<file path="src/rtl/fp_result_normalizer.sv">
`default_nettype none
// ============================================================================
// Module      : fp_result_normalizer
// Description : Normalize / round-to-nearest-even / pack back end of the
//               single-precision FP adder.  Four register ranks (input
//               capture, normalize, round, packed output) under a global
//               stall driven by the output handshake.
// Revision    : 1.0 - initial release
// ============================================================================
module fp_result_normalizer #(
    parameter int EXP_W  = 8,
    parameter int FRAC_W = 23
) (
    input  logic                 clk,
    input  logic                 reset,
    input  logic                 in_valid,
    output logic                 in_ready,
    input  logic                 in_sign,
    input  logic [EXP_W-1:0]     in_exp,
    input  logic [FRAC_W+4:0]    in_mag,
    output logic                 out_valid,
    input  logic                 out_ready,
    output logic [31:0]          out_result,
    output logic [3:0]           out_flags
);

    localparam int MAG_W = FRAC_W + 5;
    localparam int LZC_W = $clog2(MAG_W);
    localparam int XE_W  = EXP_W + 1;
    localparam logic [XE_W-1:0] EXP_MAX = {1'b0, {EXP_W{1'b1}}};

    // Whole pipeline moves together; it freezes only when a result waits.
    logic advance;
    assign advance  = !out_valid || out_ready;
    assign in_ready = advance && !reset;

    // ---------------- stage 1: input capture ----------------
    logic                 r_s1_valid;
    logic                 r_s1_sign;
    logic [EXP_W-1:0]     r_s1_exp;
    logic [MAG_W-1:0]     r_s1_mag;

    // Capture the raw adder beat.
    always_ff @(posedge clk) begin
        if (reset) begin
            r_s1_valid <= 1'b0;
            r_s1_sign  <= 1'b0;
            r_s1_exp   <= '0;
            r_s1_mag   <= '0;
        end else if (advance) begin
            r_s1_valid <= in_valid;
            r_s1_sign  <= in_sign;
            r_s1_exp   <= in_exp;
            r_s1_mag   <= in_mag;
        end
    end

    // ---------------- stage 2: detect + normalize ----------------
    logic                 w_carry;
    logic                 w_is_zero;
    logic                 w_underflow;
    logic [LZC_W-1:0]     w_lzc;
    logic [MAG_W-2:0]     w_norm;
    logic [XE_W-1:0]      w_norm_exp;

    assign w_carry     = r_s1_mag[MAG_W-1];
    assign w_is_zero   = (r_s1_mag == '0);
    assign w_underflow = !w_carry && !w_is_zero &&
                         (XE_W'(r_s1_exp) <= XE_W'(w_lzc));

    // Leading-zero count of the hidden-bit-and-below field; highest set bit wins.
    always_comb begin
        w_lzc = '0;
        for (int i = 0; i < MAG_W - 1; i++) begin
            if (r_s1_mag[i]) w_lzc = LZC_W'(MAG_W - 2 - i);
        end
    end

    // Carry shifts right once folding the dropped bits into sticky; otherwise shift left by lzc.
    always_comb begin
        w_norm     = '0;
        w_norm_exp = '0;
        if (w_carry) begin
            w_norm     = {r_s1_mag[MAG_W-1:2], |r_s1_mag[1:0]};
            w_norm_exp = XE_W'(r_s1_exp) + XE_W'(1);
        end else begin
            w_norm     = r_s1_mag[MAG_W-2:0] << w_lzc;
            w_norm_exp = XE_W'(r_s1_exp) - XE_W'(w_lzc);
        end
    end

    logic                 r_s2_valid;
    logic                 r_s2_sign;
    logic [XE_W-1:0]      r_s2_exp;
    logic [MAG_W-2:0]     r_s2_norm;
    logic                 r_s2_zero;
    logic                 r_s2_uf;

    // Register the normalized vector and the special-case classification.
    always_ff @(posedge clk) begin
        if (reset) begin
            r_s2_valid <= 1'b0;
            r_s2_sign  <= 1'b0;
            r_s2_exp   <= '0;
            r_s2_norm  <= '0;
            r_s2_zero  <= 1'b0;
            r_s2_uf    <= 1'b0;
        end else if (advance) begin
            r_s2_valid <= r_s1_valid;
            r_s2_sign  <= r_s1_sign;
            r_s2_exp   <= w_norm_exp;
            r_s2_norm  <= w_norm;
            r_s2_zero  <= w_is_zero;
            r_s2_uf    <= w_underflow;
        end
    end

    // ---------------- stage 3: round to nearest even ----------------
    logic [FRAC_W:0]      w_mant;
    logic                 w_g;
    logic                 w_r;
    logic                 w_s;
    logic                 w_round_up;
    logic [FRAC_W+1:0]    w_sum;
    logic [FRAC_W-1:0]    w_frac_rnd;
    logic [XE_W-1:0]      w_exp_rnd;

    assign w_mant     = r_s2_norm[MAG_W-2:3];
    assign w_g        = r_s2_norm[2];
    assign w_r        = r_s2_norm[1];
    assign w_s        = r_s2_norm[0];
    assign w_round_up = w_g && (w_r || w_s || w_mant[0]);
    assign w_sum      = {1'b0, w_mant} + (FRAC_W+2)'(w_round_up);

    // A carry out of the mantissa leaves 1.000..0, so only the exponent moves.
    always_comb begin
        w_frac_rnd = w_sum[FRAC_W-1:0];
        w_exp_rnd  = r_s2_exp;
        if (w_sum[FRAC_W+1]) begin
            w_frac_rnd = '0;
            w_exp_rnd  = r_s2_exp + XE_W'(1);
        end
    end

    logic                 r_s3_valid;
    logic                 r_s3_sign;
    logic [XE_W-1:0]      r_s3_exp;
    logic [FRAC_W-1:0]    r_s3_frac;
    logic                 r_s3_inexact;
    logic                 r_s3_zero;
    logic                 r_s3_uf;

    // Register the rounded mantissa, final exponent and inexact status.
    always_ff @(posedge clk) begin
        if (reset) begin
            r_s3_valid   <= 1'b0;
            r_s3_sign    <= 1'b0;
            r_s3_exp     <= '0;
            r_s3_frac    <= '0;
            r_s3_inexact <= 1'b0;
            r_s3_zero    <= 1'b0;
            r_s3_uf      <= 1'b0;
        end else if (advance) begin
            r_s3_valid   <= r_s2_valid;
            r_s3_sign    <= r_s2_sign;
            r_s3_exp     <= w_exp_rnd;
            r_s3_frac    <= w_frac_rnd;
            r_s3_inexact <= w_g || w_r || w_s;
            r_s3_zero    <= r_s2_zero;
            r_s3_uf      <= r_s2_uf;
        end
    end

    // ---------------- stage 4: pack ----------------
    logic [31:0]          w_result;
    logic [3:0]           w_flags;

    // Zero beats underflow beats overflow beats the normal pack.
    always_comb begin
        w_result = {r_s3_sign, r_s3_exp[EXP_W-1:0], r_s3_frac};
        w_flags  = {1'b0, 1'b0, r_s3_inexact, 1'b0};
        if (r_s3_zero) begin
            w_result = '0;
            w_flags  = 4'b0001;
        end else if (r_s3_uf) begin
            w_result = {r_s3_sign, 31'b0};
            w_flags  = 4'b0110;
        end else if (r_s3_exp >= EXP_MAX) begin
            w_result = {r_s3_sign, {EXP_W{1'b1}}, {FRAC_W{1'b0}}};
            w_flags  = 4'b1010;
        end
    end

    // Output register; held while the consumer stalls.
    always_ff @(posedge clk) begin
        if (reset) begin
            out_valid  <= 1'b0;
            out_result <= '0;
            out_flags  <= '0;
        end else if (advance) begin
            out_valid  <= r_s3_valid;
            out_result <= w_result;
            out_flags  <= w_flags;
        end
    end

endmodule
`default_nettype wire
</file>
<file path="config.mk">
export PLATFORM = sky130hd
export DESIGN_NAME = fp_result_normalizer
export DESIGN_NICKNAME = d
export VERILOG_FILES = /design/src/rtl/fp_result_normalizer.sv
export SDC_FILE = /design/constraint.sdc
export NUM_CORES = 1
export LEC_CHECK = 0
export ABC_AREA = 1
export CORE_MARGIN = 1
export CORE_UTILIZATION = 51
export CTS_CLUSTER_SIZE = 25
export DETAILED_ROUTE_END_ITERATION = 10
export GPL_ROUTABILITY_DRIVEN = 0
export HOLD_SLACK_MARGIN = 0.1
export MAX_ROUTING_LAYER = met4
export PLACE_DENSITY = 0.84
export SETUP_SLACK_MARGIN = 0.4
export SLEW_MARGIN = 25
export SYNTH_ARGS = -nofsm -noshare
export SYNTH_HDL_FRONTEND = slang
export SYNTH_SLANG_ARGS = --single-unit
</file>
<file path="constraint.sdc">
create_clock -name clk -period 3.1 [get_ports clk]
set_clock_uncertainty 0.15 [all_clocks]
set_input_delay 0.62 -clock clk [delete_from_list [all_inputs] [get_ports clk]]
set_output_delay 0.62 -clock clk [all_outputs]
set_load 0.005 [all_outputs]
</file>
==> flow_metrics.py, run 1 <==
metrics = {
    "run_status": {
        "status": "complete, but fails checks",
        "violations": "DRC, setup timing",
    },
    "clocking": {
        "cts_max_path_buffers": 2,
        "cts.sinks": 152,
        "clockRootBuffer": "clkbuf_16",
        "htree_num_levels": 4,
        "postCtsHoldBufs": 0,
        "cts_tree": "yes",
        "clk_pin_slew_worst_paths_ps": 60,
        "clk_latency_ps": 450,
        "cts_buffers": 17,
    },
    "routing": {
        "dr.pass1.iters": 11,
        "drc": 10,
        "antenna_left": 0,
        "routedWlPerCell_um": 19.1,
        "routed_wl_um": 29100,
        "route.vias.total": 9709,
        "vias_per_cell": 6.37,
        "drt_iter0_markers": 1662,
    },
    "placed_design": {
        "dp.cells": 1433,
        "io_buffers": 78,
        "place_hpwl_um": 15200,
    },
    "synth": {
        "synth-seq-area-share": 0.383,
        "synthArstFlopShare": 0,
        "synth.avg_cell_area_um2": 6.73,
        "syn_area_um2": 7950,
        "synth_edf_count": 0,
        "synth_largest_area_cell": "dfxtp_1",
        "synth_top_area_frac": 0.383,
        "synth_nets": 1232,
        "netlist_top_cells_count": "nand2_1, nand3_1, dfxtp_1, o21ai_0, inv_1",
        "yosysWarnings": 0,
        "synthFlopType": "dfxtp_1",
        "synth_area_leaders": "dfxtp_1, nand2_1, nand3_1",
        "syn_inst": 1182,
        "ys_ff_latch": 152,
        "synth.most_common_cell": "nand2_1",
        "yosysUniqueCellTypes": 45,
    },
    "pwr": {
        "combPwrFrac": 0.262,
        "p_total_mw": 6.09,
        "p_int_mw": 4.10,
        "p_clk_frac": 0.367,
        "p_switching_mw": 2.00,
        "leakagePower_nw": 4.74,
        "seq_power_share": 0.371,
        "p_sw_frac": 0.328,
        "peakVddDrop_v": 0.000468,
        "power_density_nw_per_um2": 537,
    },
    "sta": {
        "tns_ps": -4640,
        "worst_slew_pin_slew_ps": 689,
        "finalWorstPathRequiredPeriod_ps": 3330,
        "fin_hold_ws_ps": 304,
        "max_freq_ghz": 0.301,
        "fin_ws_ps": -227,
        "grt_setup_unrepaired": "true",
        "hold_viol": 0,
        "timing.final.crit_share": 1.07,
        "final_max_slew_viol_count": 0,
        "setup_violations": 39,
        "slew-limit-headroom": 0.540,
    },
    "hold_path": {
        "hold_depth": 2,
        "hp-class": "reg2reg",
    },
    "worst_setup_path": {
        "crit_chain": "inv_2 > o311ai_2 > nand3_1 > nand3_1 > a31oi_1 > o21ai_1 > nand3_1 > nand2_1 > nand2_1 > nand2_1 > nand2_2 > ha_4 > inv_2 > o31ai_4 > inv_2 > nor2_4 > nor2_2 > nor2_2 > nor2_2 > nand2_1 > o31ai_1 > xor2_1 > a21oi_1",
        "cp_data_required_time_ps": 3260,
        "slowest_delay_ps": 360,
        "critPathCaptureType": "flop",
        "worstSetupPathType": "reg2reg",
        "crit_top_cell": "nand2_1",
        "critPathLaunchType": "flop",
        "r2r_cells": 23,
        "path_depth": 23,
        "cp_slowest_cell": "dfxtp_2",
        "worst-path-buf-inv": 3,
        "path_max_fanout": 4,
        "arrival_ps": 3490,
        "cp_top_family": "compound AO/OA/AOI/OAI gates",
    },
    "global_route": {
        "grt_usage": 0.318,
        "grt_first_pass_wirelength_um": 39700,
        "grt_max_degree": 64,
        "grt_pass1_vias": 8300,
        "grt-ovfl-total": 0,
        "grt_antenna_before_repair": 0,
    },
    "cells_and_area": {
        "nets": 1374,
        "stdcell_count": 1525,
        "drive_gt1_frac": 0.272,
        "syn_to_final_growth_pct": 42.7,
        "final_util": 0.746,
        "antenna_cells": 0,
    },
    "floorplanning": {
        "core-area_um2": 15200,
        "dieArea_um2": 16100,
        "die_w_um": 127,
        "rows": 45,
        "io_pins": 79,
        "start_util": 0.523,
        "die_y_um": 127,
    },
    "flow_run": {
        "maxCapViolations": 0,
    },
}
-- per-stage QoR --
| stage | instance area [um2] | setup WS (ps) |
|---|---|---|
| detailed placement | 9190 | -92.6 |
| CTS | 10500 | -45.5 |
| global placement | 9190 | 11.5 |
| global route | 11300 | -559 |
| finish | 11300 | -227 |
| floorplan | 8060 | 92.1 |
-- worst paths after layout --
path / start / endpoint / slack, ps
worst min-delay path: out_result[5] / out_result[5] / 300
worst max register to register: r_s1_mag[0] / r_s2_exp[5] / -230
worst max-delay path: r_s1_mag[0] / r_s2_exp[5] / -230
worst min register to register: out_result[5] / out_result[5] / 300
-- power groups by stage --
stage / combinational (mW) / clock, mW / sequential [mW]
after floorplan: 0.752 / 0 / 2.24
after global routing: 1.70 / 2.32 / 2.27
after CTS: 1.23 / 2.21 / 2.24
after global placement: 1.06 / 0 / 2.27
final: 1.60 / 2.24 / 2.26
after detailed placement: 1.08 / 0 / 2.27
-- routing by layer --
metal / share of wire / up-vias / routed length [um] / GRT usage
met5: 0 / - / 0 / -
met4: 0.076 / 0 / 2220 / 0.167
met3: 0.11 / 295 / 3110 / 0.0565
met2: 0.44 / 804 / 12900 / 0.501
met1: 0.37 / 4343 / 10900 / 0.390
li1: - / 4267 / - / -
-- registers in the layout (all words and copies together) (netlist names), 4 cells and up --
signal and count:
r_s1_mag 28, out_flags 4, r_s1_exp 8, r_s2_norm 27, out_result 32, r_s3_exp 9, r_s2_exp 9, r_s3_frac 23
-- cell usage in the layout (no fill, tap or decap), types with 5 or more instances in the layout --
master / Yosys / final
nand2_1: 275 / 233
buf_6: 0 / 15
a21oi_2: 0 / 16
o21ai_0: 129 / 116
nor3_1: 15 / 13
o22ai_1: 17 / 10
nand3_4: 1 / 9
nor2_2: 6 / 13
nand2_4: 0 / 11
a31oi_1: 5 / 5
clkdlybuf4s50_1: 0 / 78
dfxtp_1: 152 / 147
nand4_1: 21 / 21
buf_4: 0 / 82
nor2_1: 63 / 47
o22ai_2: 0 / 7
o21ai_1: 5 / 8
nor2_4: 5 / 14
o31ai_1: 13 / 12
a32o_1: 6 / 6
nand2_2: 7 / 36
o21ai_2: 0 / 8
dfxtp_2: 0 / 5
nand3_1: 153 / 91
clkbuf_16: 0 / 19
inv_2: 12 / 18
a21oi_1: 62 / 46
nand3_2: 3 / 57
xor2_1: 10 / 8
inv_1: 118 / 111
-- final cells by class --
class,instances,area (um2)
inverters,133,502
repair buffers,184,1750
flip-flops and latches,152,3050
clock buffers,19,433
clock inverters,13,195
fillers,978,3860
multi-input cells,836,5180
well taps,188,235
-- worst min-delay path, stage by stage, from the launching register on --
cell and delay, ps:
dfxtp_1 320, nand2_1 50, o21ai_0 50
-- cell families (layout without fill, tap and decap cells) --
group                      Yosys count  in the layout  synth area share
xor gates and xnor gates            11             11            0.0121
adders and majority gates            9              9            0.0151
and+or+nand+nor                    562            563             0.320
AOI/OAI and AO/OA                  253            253             0.177
buffers and inverters              195            349            0.0933
DFF                                152            152             0.383
-- repair_timing --
item,4_1_cts,5_1_grt
pin swaps,35,60
setup buffers,32,24
endpoints found under the setup margin,60,64
gates cloned,2,2
resized for setup,98,144
Note: power is estimated with default switching activity, not from simulation.
==> run 2: changes to the inputs <==
Settings changed: GPL_ROUTABILITY_DRIVEN 0 to default.
==> flow_metrics.py, run 2 (synthesized netlist as in run 1, its figures left out) <==
metrics = {
    "worst_setup_path": {
        "cp_top_family": "simple AND/OR/NAND/NOR gates",
        "arrival_ps": 3600,
        "cp_data_required_time_ps": 3270,
        "slowest_delay_ps": 340,
        "path_max_fanout": 3,
        "worstSetupPathType": "reg2reg",
        "cp_slowest_cell": "dfxtp_2",
        "worst-path-buf-inv": 5,
        "crit_top_cell": "nor2_4",
        "critPathLaunchType": "flop",
        "critPathCaptureType": "flop",
    },
    "floorplanning": {
        "die_y_um": 127,
        "dieArea_um2": 16100,
        "die_w_um": 127,
        "start_util": 0.523,
        "rows": 45,
        "io_pins": 79,
        "core-area_um2": 15200,
    },
    "global_route": {
        "grt_usage": 0.328,
        "grt_antenna_before_repair": 0,
        "grt_pass1_vias": 8200,
        "grt_max_degree": 49,
        "grt_first_pass_wirelength_um": 40800,
        "grt-ovfl-total": 0,
    },
    "sta": {
        "worst_slew_pin_slew_ps": 642,
        "timing.final.crit_share": 1.11,
        "grt_setup_unrepaired": "true",
        "final_max_slew_viol_count": 0,
        "fin_ws_ps": -335,
        "slew-limit-headroom": 0.571,
        "setup_violations": 46,
        "fin_hold_ws_ps": 310,
        "hold_viol": 0,
        "max_freq_ghz": 0.291,
        "finalWorstPathRequiredPeriod_ps": 3430,
        "tns_ps": -4880,
    },
    "routing": {
        "vias_per_cell": 5.94,
        "drt_iter0_markers": 1040,
        "drc": 0,
        "dr.pass1.iters": 7,
        "routed_wl_um": 27200,
        "antenna_left": 0,
        "routedWlPerCell_um": 17.9,
        "route.vias.total": 9012,
    },
    "flow_run": {
        "maxCapViolations": 0,
    },
    "cells_and_area": {
        "syn_to_final_growth_pct": 44.1,
        "largest_register_ffs": 32,
        "register_area_um2": 3050,
        "fillers": 1075,
        "layout_common_cells": "nand2_1, dfxtp_1, o21ai_0",
        "drive_gt1_frac": 0.284,
        "nets": 1367,
        "multi_input_area_um2": 5400,
        "top_regs": "out_result: 32 flops, r_s1_mag: 28 flops, r_s2_norm: 27 flops",
        "largest-register": "out_result",
        "antenna_cells": 0,
        "layout.cells.most_common": "nand2_1",
    },
    "pwr": {
        "p_int_mw": 3.96,
        "leakagePower_nw": 4.73,
        "p_sw_frac": 0.339,
        "peakVddDrop_v": 0.000397,
        "p_switching_mw": 2.03,
        "p_clk_frac": 0.355,
        "seq_power_share": 0.376,
        "combPwrFrac": 0.269,
        "power_density_nw_per_um2": 523,
    },
    "clocking": {
        "clk_latency_ps": 440,
        "cts_tree": "yes",
        "cts.sinks": 152,
        "clockRootBuffer": "clkbuf_16",
        "clk_pin_slew_worst_paths_ps": 70,
        "postCtsHoldBufs": 0,
        "cts_buffers": 17,
        "cts_max_path_buffers": 2,
        "htree_num_levels": 4,
    },
    "hold_path": {
        "hp-class": "reg2reg",
    },
    "placed_design": {
        "globalplace.congestion": 0.958,
        "io_buffers": 78,
        "pre_cts_slack_ps": -40.5,
        "place_hpwl_um": 16400,
    },
    "run_status": {
        "status": "complete, but fails checks",
        "violations": "setup timing",
    },
}
run 2: cell types whose count changed in the layout (fill, tap and decap cells not counted), moves of 6 or more:
cell     before  now
nand3_1      91   84
nand2_4      11   17
nand2_2      36   43
nand2_1     233  218
nand3_4       9   18
run 2: timing repair:
| action | CTS | global route |
|---|---|---|
| setup endpoints to repair | 60 | 64 |
| pin swaps | 30 | 53 |
| resized for setup | 119 | 167 |
| cloned | 2 | 0 |
| setup buffers | 26 | 20 |
run 2: final cells by class:
class	instances	share of cell area
timing repair buffer	177	0.147
clock buffer	17	0.0371
multi-input combinational	836	0.471
sequential	152	0.266
tap	188	0.0205
inverter	133	0.0444
clock inverter	14	0.0141
run 2: path summary, 6_finish.rpt:
check / startpoint / to / slack, ps / depth (start not counted)
min: out_result[10] / out_result[10] / 310 / 2
max: r_s2_norm[3] / r_s3_exp[3] / -330 / 25
min reg2reg: out_result[10] / out_result[10] / 310 / 2
max reg2reg: r_s2_norm[3] / r_s3_exp[3] / -330 / 25
run 2: routing by layer:
layer  vias up  GRT usage  part of all wire
li1       4232          -                 -
met1      4181      0.423              0.41
met2       510      0.512              0.48
met3        89     0.0481             0.086
met4         0      0.144             0.030
met5         -          -                 0
run 2: power groups by stage:
stage,Sequential [mW],Clock (mW),Combinational (mW)
floorplan,2.24,0,0.752
global placement,2.27,0,1.10
detailed placement,2.27,0,1.11
CTS,2.23,2.11,1.28
global route,2.26,2.22,1.73
finish,2.25,2.13,1.61
run 2: worst register-to-register path: cells and delay by family (launching register included):
| family | cells | cell delay (ps) |
|---|---|---|
| simple gates | 18 | 2020 |
| buf+inv | 5 | 390 |
| flops | 1 | 340 |
| compound gates | 1 | 300 |
| fa+ha+maj | 1 | 110 |
run 2: per-stage QoR:
| stage | instance area, um2 | total power [mW] | utilization | instances |
|---|---|---|---|---|
| floorplan | 8060 | 3.00 | - | 1182 |
| global placement | 9230 | 3.37 | 0.607 | 1438 |
| detailed placement | 9230 | 3.39 | 0.607 | 1438 |
| CTS | 10500 | 5.62 | 0.694 | 1497 |
| global route | 11500 | 6.22 | 0.754 | 1517 |
| finish | 11500 | 5.99 | 0.754 | 1517 |
==> run 3: changes to the inputs <==
Settings changed: CORE_MARGIN 1 to 2.
==> flow_metrics.py, run 3 (synthesized netlist as in run 1, its figures left out) <==
metrics = {
    "sta": {
        "timing.final.crit_share": 1.13,
        "worst_slew_pin_slew_ps": 689,
        "fin_ws_ps": -393,
        "finalWorstPathRequiredPeriod_ps": 3490,
        "fin_hold_ws_ps": 306,
        "setup_violations": 31,
        "hold_viol": 0,
        "grt_setup_unrepaired": "true",
        "max_freq_ghz": 0.286,
        "slew-limit-headroom": 0.540,
        "tns_ps": -5590,
        "final_max_slew_viol_count": 0,
    },
    "routing": {
        "route.vias.total": 8913,
        "drt_iter0_markers": 1062,
        "vias_per_cell": 5.91,
        "routedWlPerCell_um": 17.9,
        "routed_wl_um": 27000,
        "dr.pass1.iters": 8,
        "drc": 0,
        "antenna_left": 0,
    },
    "worst_setup_path": {
        "rr_startpoint": "r_s2_norm[2]",
        "crit_start": "r_s2_norm[2]",
        "cp_data_required_time_ps": 3280,
        "cp-endpoint": "r_s3_exp[1]",
        "cp_slowest_cell": "dfxtp_2",
        "critPathLaunchType": "flop",
        "path_max_fanout": 4,
        "r2r_cells": 24,
        "arrival_ps": 3680,
        "r2r_end": "r_s3_exp[1]",
        "worstSetupPathType": "reg2reg",
        "crit_top_cell": "nor2_4",
        "crit_chain": "nand2_2 > inv_2 > ha_4 > nand2_4 > nor2_4 > inv_2 > nor2_4 > nand3_4 > nor2_4 > nand2_2 > nor4_4 > nand2_2 > nor3_4 > nand3_2 > nor2_4 > nand4_4 > nor2_4 > nand2_2 > nor2_4 > buf_4 > buf_6 > buf_6 > o21ai_1 > o21ai_1",
        "slowest_delay_ps": 350,
        "critPathCaptureType": "flop",
        "rrSetupSlack_ps": -390,
    },
    "global_route": {
        "grt_usage": 0.311,
        "grt_pass1_vias": 7980,
        "grt_max_degree": 48,
        "grt_first_pass_wirelength_um": 39900,
        "grt-ovfl-total": 0,
        "grt_antenna_before_repair": 0,
    },
    "floorplanning": {
        "rows": 45,
        "core-area_um2": 15200,
        "die_y_um": 129,
        "die_w_um": 129,
        "start_util": 0.523,
        "io_pins": 79,
        "dieArea_um2": 16600,
    },
    "run_status": {
        "status": "complete, but fails checks",
        "violations": "setup timing",
    },
    "clocking": {
        "cts_max_path_buffers": 2,
        "postCtsHoldBufs": 0,
        "htree_num_levels": 4,
        "cts.sinks": 152,
        "clockRootBuffer": "clkbuf_16",
        "clk_latency_ps": 440,
        "cts_buffers": 17,
        "cts_tree": "yes",
        "clk_pin_slew_worst_paths_ps": 60,
    },
    "pwr": {
        "combPwrFrac": 0.240,
        "seq_power_share": 0.395,
        "p_sw_frac": 0.323,
        "power_density_nw_per_um2": 528,
        "leakagePower_nw": 4.53,
        "p_clk_frac": 0.365,
        "p_int_mw": 3.87,
        "p_switching_mw": 1.84,
        "peakVddDrop_v": 0.000439,
    },
    "placed_design": {
        "globalplace.congestion": 0.943,
        "io_buffers": 78,
        "place_hpwl_um": 16200,
    },
    "cells_and_area": {
        "top_regs": "out_result: 32 flops, r_s1_mag: 28 flops, r_s2_norm: 27 flops",
        "layout.cells.most_common": "nand2_1",
        "layout_common_cells": "nand2_1, dfxtp_1, o21ai_0, nand3_1, inv_1",
        "nets": 1356,
        "syn_to_final_growth_pct": 36.1,
        "drive_gt1_frac": 0.220,
        "largest_register_ffs": 32,
        "final_util": 0.712,
        "largest-register": "out_result",
        "antenna_cells": 0,
    },
    "hold_path": {
        "hp-class": "reg2reg",
    },
    "flow_run": {
        "maxCapViolations": 0,
    },
}
run 3: cell count changes in the layout (fill, tap and decap cells not counted), moves of 4 or more:
| cell | change |
|---|---|
| buf_4 | -8 |
| a21oi_2 | -8 |
| nand3_4 | -16 |
| nand2_2 | -19 |
| buf_12 | -4 |
| nand2_1 | +34 |
| nand2_4 | -12 |
| nor2_1 | -4 |
| nand3_1 | +34 |
| nand3_2 | -18 |
| o22ai_2 | +5 |
| inv_6 | -4 |
| a21oi_1 | +9 |
run 3: routing by layer:
| metal | up-vias | wire, um | track usage |
|---|---|---|---|
| met5 | - | 0 | - |
| met4 | 0 | 1030 | 0.123 |
| met2 | 534 | 12500 | 0.480 |
| li1 | 4214 | - | - |
| met3 | 102 | 2310 | 0.0553 |
| met1 | 4063 | 11100 | 0.407 |
run 3: repair_timing:
item | 4_1_cts | 5_1_grt
buffers inserted | 22 | 18
pin swaps | 36 | 30
cloned | 1 | 2
resized for setup | 103 | 63
setup endpoints to repair | 61 | 64
run 3: how the worst min path moves through the flow:
stage          slack, ps     startpoint       endpoint  cells past startpoint
5_1_grt              330   r_s3_frac[9]   r_s3_frac[9]                      2
2_1_floorplan        280  r_s2_norm[24]  r_s2_norm[24]                      2
4_1_cts              310   r_s3_frac[9]   r_s3_frac[9]                      2
3_5_place_dp         300      r_s3_sign      r_s3_sign                      2
6_report             310  out_result[2]  out_result[2]                      2
3_3_place_gp         290  out_result[9]  out_result[9]                      2
run 3: layout make-up:
class                   instances  area, um2
clock inverters                12        143
inverters                     133        504
clock buffers                  20        447
multi-input cells             836       4880
repair buffers                166       1560
well taps                     188        235
flip-flops and latches        152       3050
fillers                      1213       4380
run 3: worst max-delay path, delay by kind of cell (launching register included):
family          cells  cell delay [ps]
flops               1              350
simple gates       16             1980
buf+inv             5              460
fa+ha+maj           1              140
compound gates      2              310
run 3: power by group through the flow:
stage	Clock [mW]	Combinational (mW)	Sequential, mW
floorplan	0	0.752	2.24
global placement	0	1.08	2.27
detailed placement	0	1.09	2.27
CTS	2.09	1.23	2.24
global route	2.19	1.49	2.27
finish	2.09	1.37	2.26
run 3: metrics by stage:
stage / total power [mW] / cell area [um2] / worst slack, ps / instances
after detailed placement: 3.37 / 9170 / -71.6 / 1432
after global placement: 3.34 / 9170 / -6.34 / 1432
after CTS: 5.56 / 10400 / -58.8 / 1487
final: 5.72 / 10800 / -393 / 1507
after floorplan: 3.00 / 8060 / 92.1 / 1182
after global routing: 5.94 / 10800 / -586 / 1507
